`src/rtl/immit_pkg.sv`:
```
// Shared constants, state encoding and helpers for the O.150 PRBS23 receive checker.
package immit_pkg;
  localparam int PRBS23_LEN   = 23;
  localparam int PRBS23_TAP_A = 22;
  localparam int PRBS23_TAP_B = 17;

  typedef enum logic [1:0] {SEARCH, VERIFY, LOCK} chk_state_t;

  function automatic logic [3:0] popcount8(input logic [7:0] v);
    logic [3:0] n;
    n = '0;
    for (int i = 0; i < 8; i++) n = n + {3'b000, v[i]};
    return n;
  endfunction
endpackage

```
`src/rtl/prbs23_step8.sv`:
```
// Eight x^23+x^18+1 steps in one cycle, bit7 first; sel_rx feeds received bits instead of predictions.
module prbs23_step8
  import immit_pkg::*;
(
  input  logic [PRBS23_LEN-1:0] r_in,
  input  logic [7:0]            bits,
  input  logic                  sel_rx,
  output logic [PRBS23_LEN-1:0] r_out,
  output logic [7:0]            pred
);
  logic [PRBS23_LEN-1:0] r;
  logic                  p;

  always_comb begin
    r    = r_in;
    pred = '0;
    p    = 1'b0;
    for (int i = 7; i >= 0; i--) begin
      p       = r[PRBS23_TAP_A] ^ r[PRBS23_TAP_B];
      pred[i] = p;
      r       = {r[PRBS23_LEN-2:0], sel_rx ? bits[i] : p};
    end
    r_out = r;
  end
endmodule

```
`config.mk`:
```
export PLATFORM = sky130hd
export DESIGN_NAME = prbs23_step8
export DESIGN_NICKNAME = d
export VERILOG_FILES = /design/src/rtl/immit_pkg.sv /design/src/rtl/prbs23_step8.sv
export SDC_FILE = /design/constraint.sdc
export NUM_CORES = 1
export LEC_CHECK = 0
export CAP_MARGIN = 10
export CORE_MARGIN = 2
export CORE_UTILIZATION = 19
export DETAILED_ROUTE_END_ITERATION = 7
export PLACE_DENSITY = 0.94
export SYNTH_ARGS = -nofsm -noshare
export SYNTH_HDL_FRONTEND = slang
export SYNTH_SLANG_ARGS = --single-unit
```
`constraint.sdc`:
```
create_clock -name vclk -period 0.85
set_input_delay 0.17 -clock vclk [all_inputs]
set_output_delay 0.17 -clock vclk [all_outputs]
set_load 0.01 [all_outputs]
```
== Yosys cells after proc, flatten, opt, wreduce, memory -nomap -nowiden ==
Index checks and enable logic that the tools add are counted.
Widths: inputs -> output; s select.
Cells by class
  $add $sub $neg: 0
  multipliers: 0
  div/mod/pow operators: 0
  order comparisons: 0
  eq/ne operators: 0
  shifts and indexed selects: 0
  mux-type cells: 8
  bitwise operators: 8
  reduce and logical (&&, ||, !) cells: 0
Operators by type and width (number)
  $mux 1: 8
  $xor 1x1->1: 8
Word-level totals
  register bits after elaboration: 0
  latch bits: 0
  RAM bits: 0
  ROM bits: 0
  input bits: 32
  output and inout bits: 31
  word-level logic and storage cells: 16
  memories: 0

== Logic depth before layout (Yosys ltp) ==
Gate-level depths: netlist (run 1).
  word-level depth: 2
  depth in mapped cells: 2
  mapped depth without buffers: 2

== Least setup slack after synthesis (run 1) ==
OpenSTA, ideal clock, no wires.
  path kind: input port to output port
  start: input r_in[11]
  end: output r_out[1]
  arrival: 0.659 ns
  data required time: 0.680 ns
  setup slack: 0.021 ns
  cell stages on the path: 2
  path buffers: 0
  cell sequence: xor2_1 mux2_2
Between the ends
  longest elaborated chain between the ends: 2
RTL lines
  from (decl): line prbs23_step8.sv:5  | input logic [PRBS23_LEN-1:0] r_in,
  $xor 1x1->1: line prbs23_step8.sv:19  | p = r[PRBS23_TAP_A] ^ r[PRBS23_TAP_B];
  $mux 1: line prbs23_step8.sv:21  | r = {r[PRBS23_LEN-2:0], sel_rx ? bits[i] : p};
  to (decl): line prbs23_step8.sv:8  | output logic [PRBS23_LEN-1:0] r_out,
No other way between the ends.

== Worst setup path after layout (run 1) ==
  start: input r_in[18]
  end: output r_out[3]
The elaborated chain is that of the path after synthesis.

==> out/metrics.cfg, run 1 <==
[synth]
yosys.area.top_type=buf_4
yosysWarningCount=0
ys_top_cells_by_area=buf_4, mux2_2, xor2_1, buf_6
netlist_instances=33
synth_common_cells=buf_4, mux2_2, xor2_1
syn_area_per_cell_sq_um=8.83
syn_nets=65
synth_top_area_share_pct=41.2
synthMostInstantiatedCell=buf_4
syn_area_sq_um=292
seq_area_frac_synth_pct=0
synth_cell_types=4

[floorplanning]
rows=14
dieHeight_um=43.2
start_util_pct=19.8
coreArea_sq_um=1470
die_w_um=43.2
io_pins=63
die_area_sq_um=1860

[timing]
fin_setup_tns_ns=-1.41
setup_slack_ns=-0.256
rsz0062_at_grt=yes
period_minus_slack_ns=1.11
hold_viol=0
slew_headroom_pct=88.8
report.final.setup_viol=9
slew_violations=0
timing.fmax_mhz=904
fin_crit_sh_pct=130
hold_ws_ns=0.340
worstMarginPinSlew_ns=0.168

[grt]
grt_pass1_wl_um=1500
grt_start_max_net_pins=9
grt_pass1_vias=313
grt_antenna_before_repair=0
grt_overflow=0
grt_usage_pct=10.0

[setup_path]
start_kind=input port
cpMaxStageDelayCell=mux2_4
cp-startpoint=r_in[18]
cp.depth=5
cpMostUsedCell=buf_6
path_buf_inv=3
arrival_ns=0.94
path_cells=buf_6 -> xor2_1 -> buf_4 -> mux2_4 -> buf_6
end_kind=output pin
slowest_delay_ns=0.26
critical_path_class=in -> out
cp.required_ns=0.68
crit_path_end=r_out[3]
crit_family=buffers and inverters
crit_fanout=2

[clocking]
cts_hold_buf=0

[worst_hold_path]
hp-class=in -> out
hold_path.startpoint=r_in[2]

[finish]
multiInputGateArea_sq_um=250
diodes=0
num-fill-cells=137
syn_to_final_growth_pct=167
clkbuf_count=0
seq_area_sq_um=0
nets=99
layout-drive-gt1-share_pct=73.8
design.seq.count=0

[status]
violations=negative setup slack
status=finished, violations left

[placement]
port_buffers=43
hpwl_um=836
gp_congestion=0.653
post-place-ws_ns=-0.962

[detailed_routing]
routed_wl_um=1060
dr.pass1.iters=1
route.detailed.drc=0
ant_nets=0
vias=307
drtIter0Drc=0
routedWlPerCell_um=13.0
vias_per_cell=3.79

[flow_run]
drv_cap=0

[pwr]
ir_worst_vdd_mv=0.306
leakagePower_uw=0.000393
power_density_nw_per_um2=679

[cells in the final DEF (no fill, tap or decap), drive strengths merged]
cell type      instances
clkdlybuf4s15          1
buf                   35
xor2                   8
dlygate4sd2           13
mux2                   8
[layer usage]
layer / part of all wire [%] / global-route usage [%] / vias up
li1: - / - / 150
met2: 65 / 19.7 / 2
met4: 0 / 1.82 / 0
met5: 0 / 0 / -
met1: 32 / 11.9 / 155
met3: 2.7 / 0 / 0
[stage by stage]
stage          util (%)  std cells  power, uW  area, sq um
2_1_floorplan         -         33        207          292
3_3_place_gp       44.4         79        454          653
3_5_place_dp       44.4         79        460          653
4_1_cts            47.9         81        492          704
5_1_grt            53.0         81        554          779
6_report           53.0         81        529          779
[report_power, final]
part           switching, uW  internal (uW)  leakage (uW)
logic                    184            346      0.000393
registers                  0              0             0
clock network              0              0             0
[logic make-up (layout without fill, tap and decap cells)]
logic type / count (synthesis) / after routing / share of synthesized area, %
buffers and inverters: 17 / 49 / 45.1
xor gates and xnor gates: 8 / 8 / 24.0
muxes: 8 / 8 / 30.9
[layout make-up]
class	count	share of cell area [%]
well taps	16	2.57
multi-input cells	16	32.1
repair buffers	49	65.3
[worst min path at each step]
stage / to / depth (start not counted) / slack, ns
global placement: r_out[11] / 0 / 0.34
finish: r_out[10] / 0 / 0.34
floorplan: pred[1] / 1 / 0.42
detailed placement: r_out[11] / 0 / 0.34
CTS: r_out[11] / 0 / 0.34
global route: r_out[10] / 0 / 0.34
[repair_timing]
item                       CTS  global route
setup buffers                3             0
gates resized for setup    164            15
pin swaps                    8             3
setup endpoints to repair   21            12
(Power assumes the default switching activity.)
==> run 2, diff against run 1 <==
--- a/config.mk
+++ b/config.mk
@@ -9,7 +9,8 @@
 export CORE_MARGIN = 2
 export CORE_UTILIZATION = 19
 export DETAILED_ROUTE_END_ITERATION = 7
-export PLACE_DENSITY = 0.94
+export PLACE_DENSITY = 0.85
+export SKIP_LAST_GASP = 1
 export SYNTH_ARGS = -nofsm -noshare
 export SYNTH_HDL_FRONTEND = slang
 export SYNTH_SLANG_ARGS = --single-unit
==> out/metrics.cfg, run 2 (synthesis gave the netlist of run 1 again) <==
[placement]
hpwl_um=816  ; -2.4%
post-place-ws_ns=-0.944  ; +0.0174 ns
port_buffers=43  ; unchanged
gp_congestion=0.626  ; -4.1%
numPlacedInstances=87  ; +10%

[floorplanning]
rows=14  ; unchanged
coreArea_sq_um=1470  ; unchanged
start_util_pct=19.8  ; unchanged
die_area_sq_um=1860  ; unchanged
die_w_um=43.2  ; unchanged
io_pins=63  ; unchanged
dieHeight_um=43.2  ; unchanged

[detailed_routing]
vias_per_cell=3.87  ; +2.1%
route.detailed.drc=0  ; unchanged
routed_wl_um=1210  ; +14%
routedWlPerCell_um=13.1  ; +0.55%
drtIter0Drc=3  ; +3
ant_nets=0  ; unchanged
vias=356  ; +16%
dr.pass1.iters=4  ; +3

[grt]
grt_pass1_wl_um=1650  ; +10%
use_met2_pct=24.8  ; +5.1 points
grt.met3_usage_pct=0.851  ; +0.85 points
grt_antenna_before_repair=0  ; unchanged
grt_start_max_net_pins=5  ; -4
top_usage_layer=met2
grt_usage_pct=11.4  ; +1.4 points
grt_overflow=0  ; unchanged
met1_usage_pct=11.6  ; -0.30 points
grt_pass1_vias=363  ; +16%

[pwr]
leakagePower_uw=0.000449  ; +14%
ir_worst_vdd_mv=0.285  ; -6.8%
p_total_uw=612  ; +16%
power_density_nw_per_um2=701  ; +3.3%

[finish]
layout-drive-gt1-share_pct=78.9  ; +5.1 points
seq_area_sq_um=0  ; unchanged
clkbuf_count=0  ; unchanged
fin_util_pct=59.4  ; +6.4 points
num-fill-cells=143  ; +4.4%
design.seq.count=0  ; unchanged
layout_commonest_cell=buf_6
diodes=0  ; unchanged
syn_to_final_growth_pct=200
nets=110  ; +11%
final_cells=92  ; +14%
final_cell_mix=buf_6, dlygate4sd2_1, buf_4, mux2_4, xor2_2

[timing]
timing.fmax_mhz=880  ; -2.7%
slew_violations=0  ; unchanged
hold_ws_ns=0.340  ; unchanged
hold_viol=0  ; unchanged
setup_slack_ns=-0.287  ; -0.0303 ns
worstMarginPinSlew_ns=0.175  ; +0.00711 ns
period_minus_slack_ns=1.14  ; +0.0303 ns
slew_headroom_pct=88.3  ; -0.48 points
report.final.setup_viol=11  ; +2
rsz0062_at_grt=yes
fin_crit_sh_pct=134  ; +3.6 points

[worst_hold_path]
hold_path.startpoint=r_in[2]
holdPathStages=0  ; unchanged
hp-class=in -> out

[setup_path]
crit_fanout=2  ; unchanged
cp.required_ns=0.68  ; about the same
end_kind=output pin
crit_path_end=r_out[7]
cp-startpoint=r_in[17]
critical_path_class=in -> out
arrival_ns=0.97  ; +0.03 ns
start_kind=input port

[clocking]
cts_hold_buf=0  ; unchanged

[flow_run]
drv_cap=0  ; unchanged

[status]
status=finished, violations left
violations=negative setup slack

[run 2: cell type report]
cell class         count  area (sq um)  share of cell area, %
repair buffers        60           596                   68.2
multi-input cells     16           258                   29.5
well taps             16          20.0                   2.29
[run 2: worst max-delay path, stage by stage]
cell	delay [ns]
buf_12	0.11
xor2_4	0.18
buf_6	0.11
mux2_4	0.26
buf_6	0.12
[run 2: per-layer routing]
metal | wire (um) | share of wire (%)
met1 | 389 | 32
met2 | 760 | 63
met3 | 56 | 4.6
met4 | 0 | 0
met5 | 0 | 0
[run 2: through the flow]
| stage | setup TNS (ns) | area (sq um) |
|---|---|---|
| 6_report | -1.98 | 873 |
| 3_5_place_dp | -16.95 | 701 |
| 3_3_place_gp | -16.79 | 701 |
| 5_1_grt | -2.28 | 873 |
| 2_1_floorplan | 0 | 292 |
| 4_1_cts | -1.83 | 818 |
[run 2: how the worst min path moves through the flow]
stage / end
after global placement: r_out[11]
after detailed placement: r_out[11]
after CTS: r_out[11]
final: r_out[10]
after global routing: r_out[14]
after floorplan: pred[1]
[run 2: repair_timing]
item                                    CTS  global route
pin swaps                                 8             2
endpoints found under the setup margin   21            16
resized for setup                       169            10
buffers inserted                          5             2
[run 2: where the power goes]
group	internal [uW]	switching, uW	leakage [uW]
sequential	0	0	0
combinational	406	206	0.000449
clock	0	0	0
total	406	206	0.000449
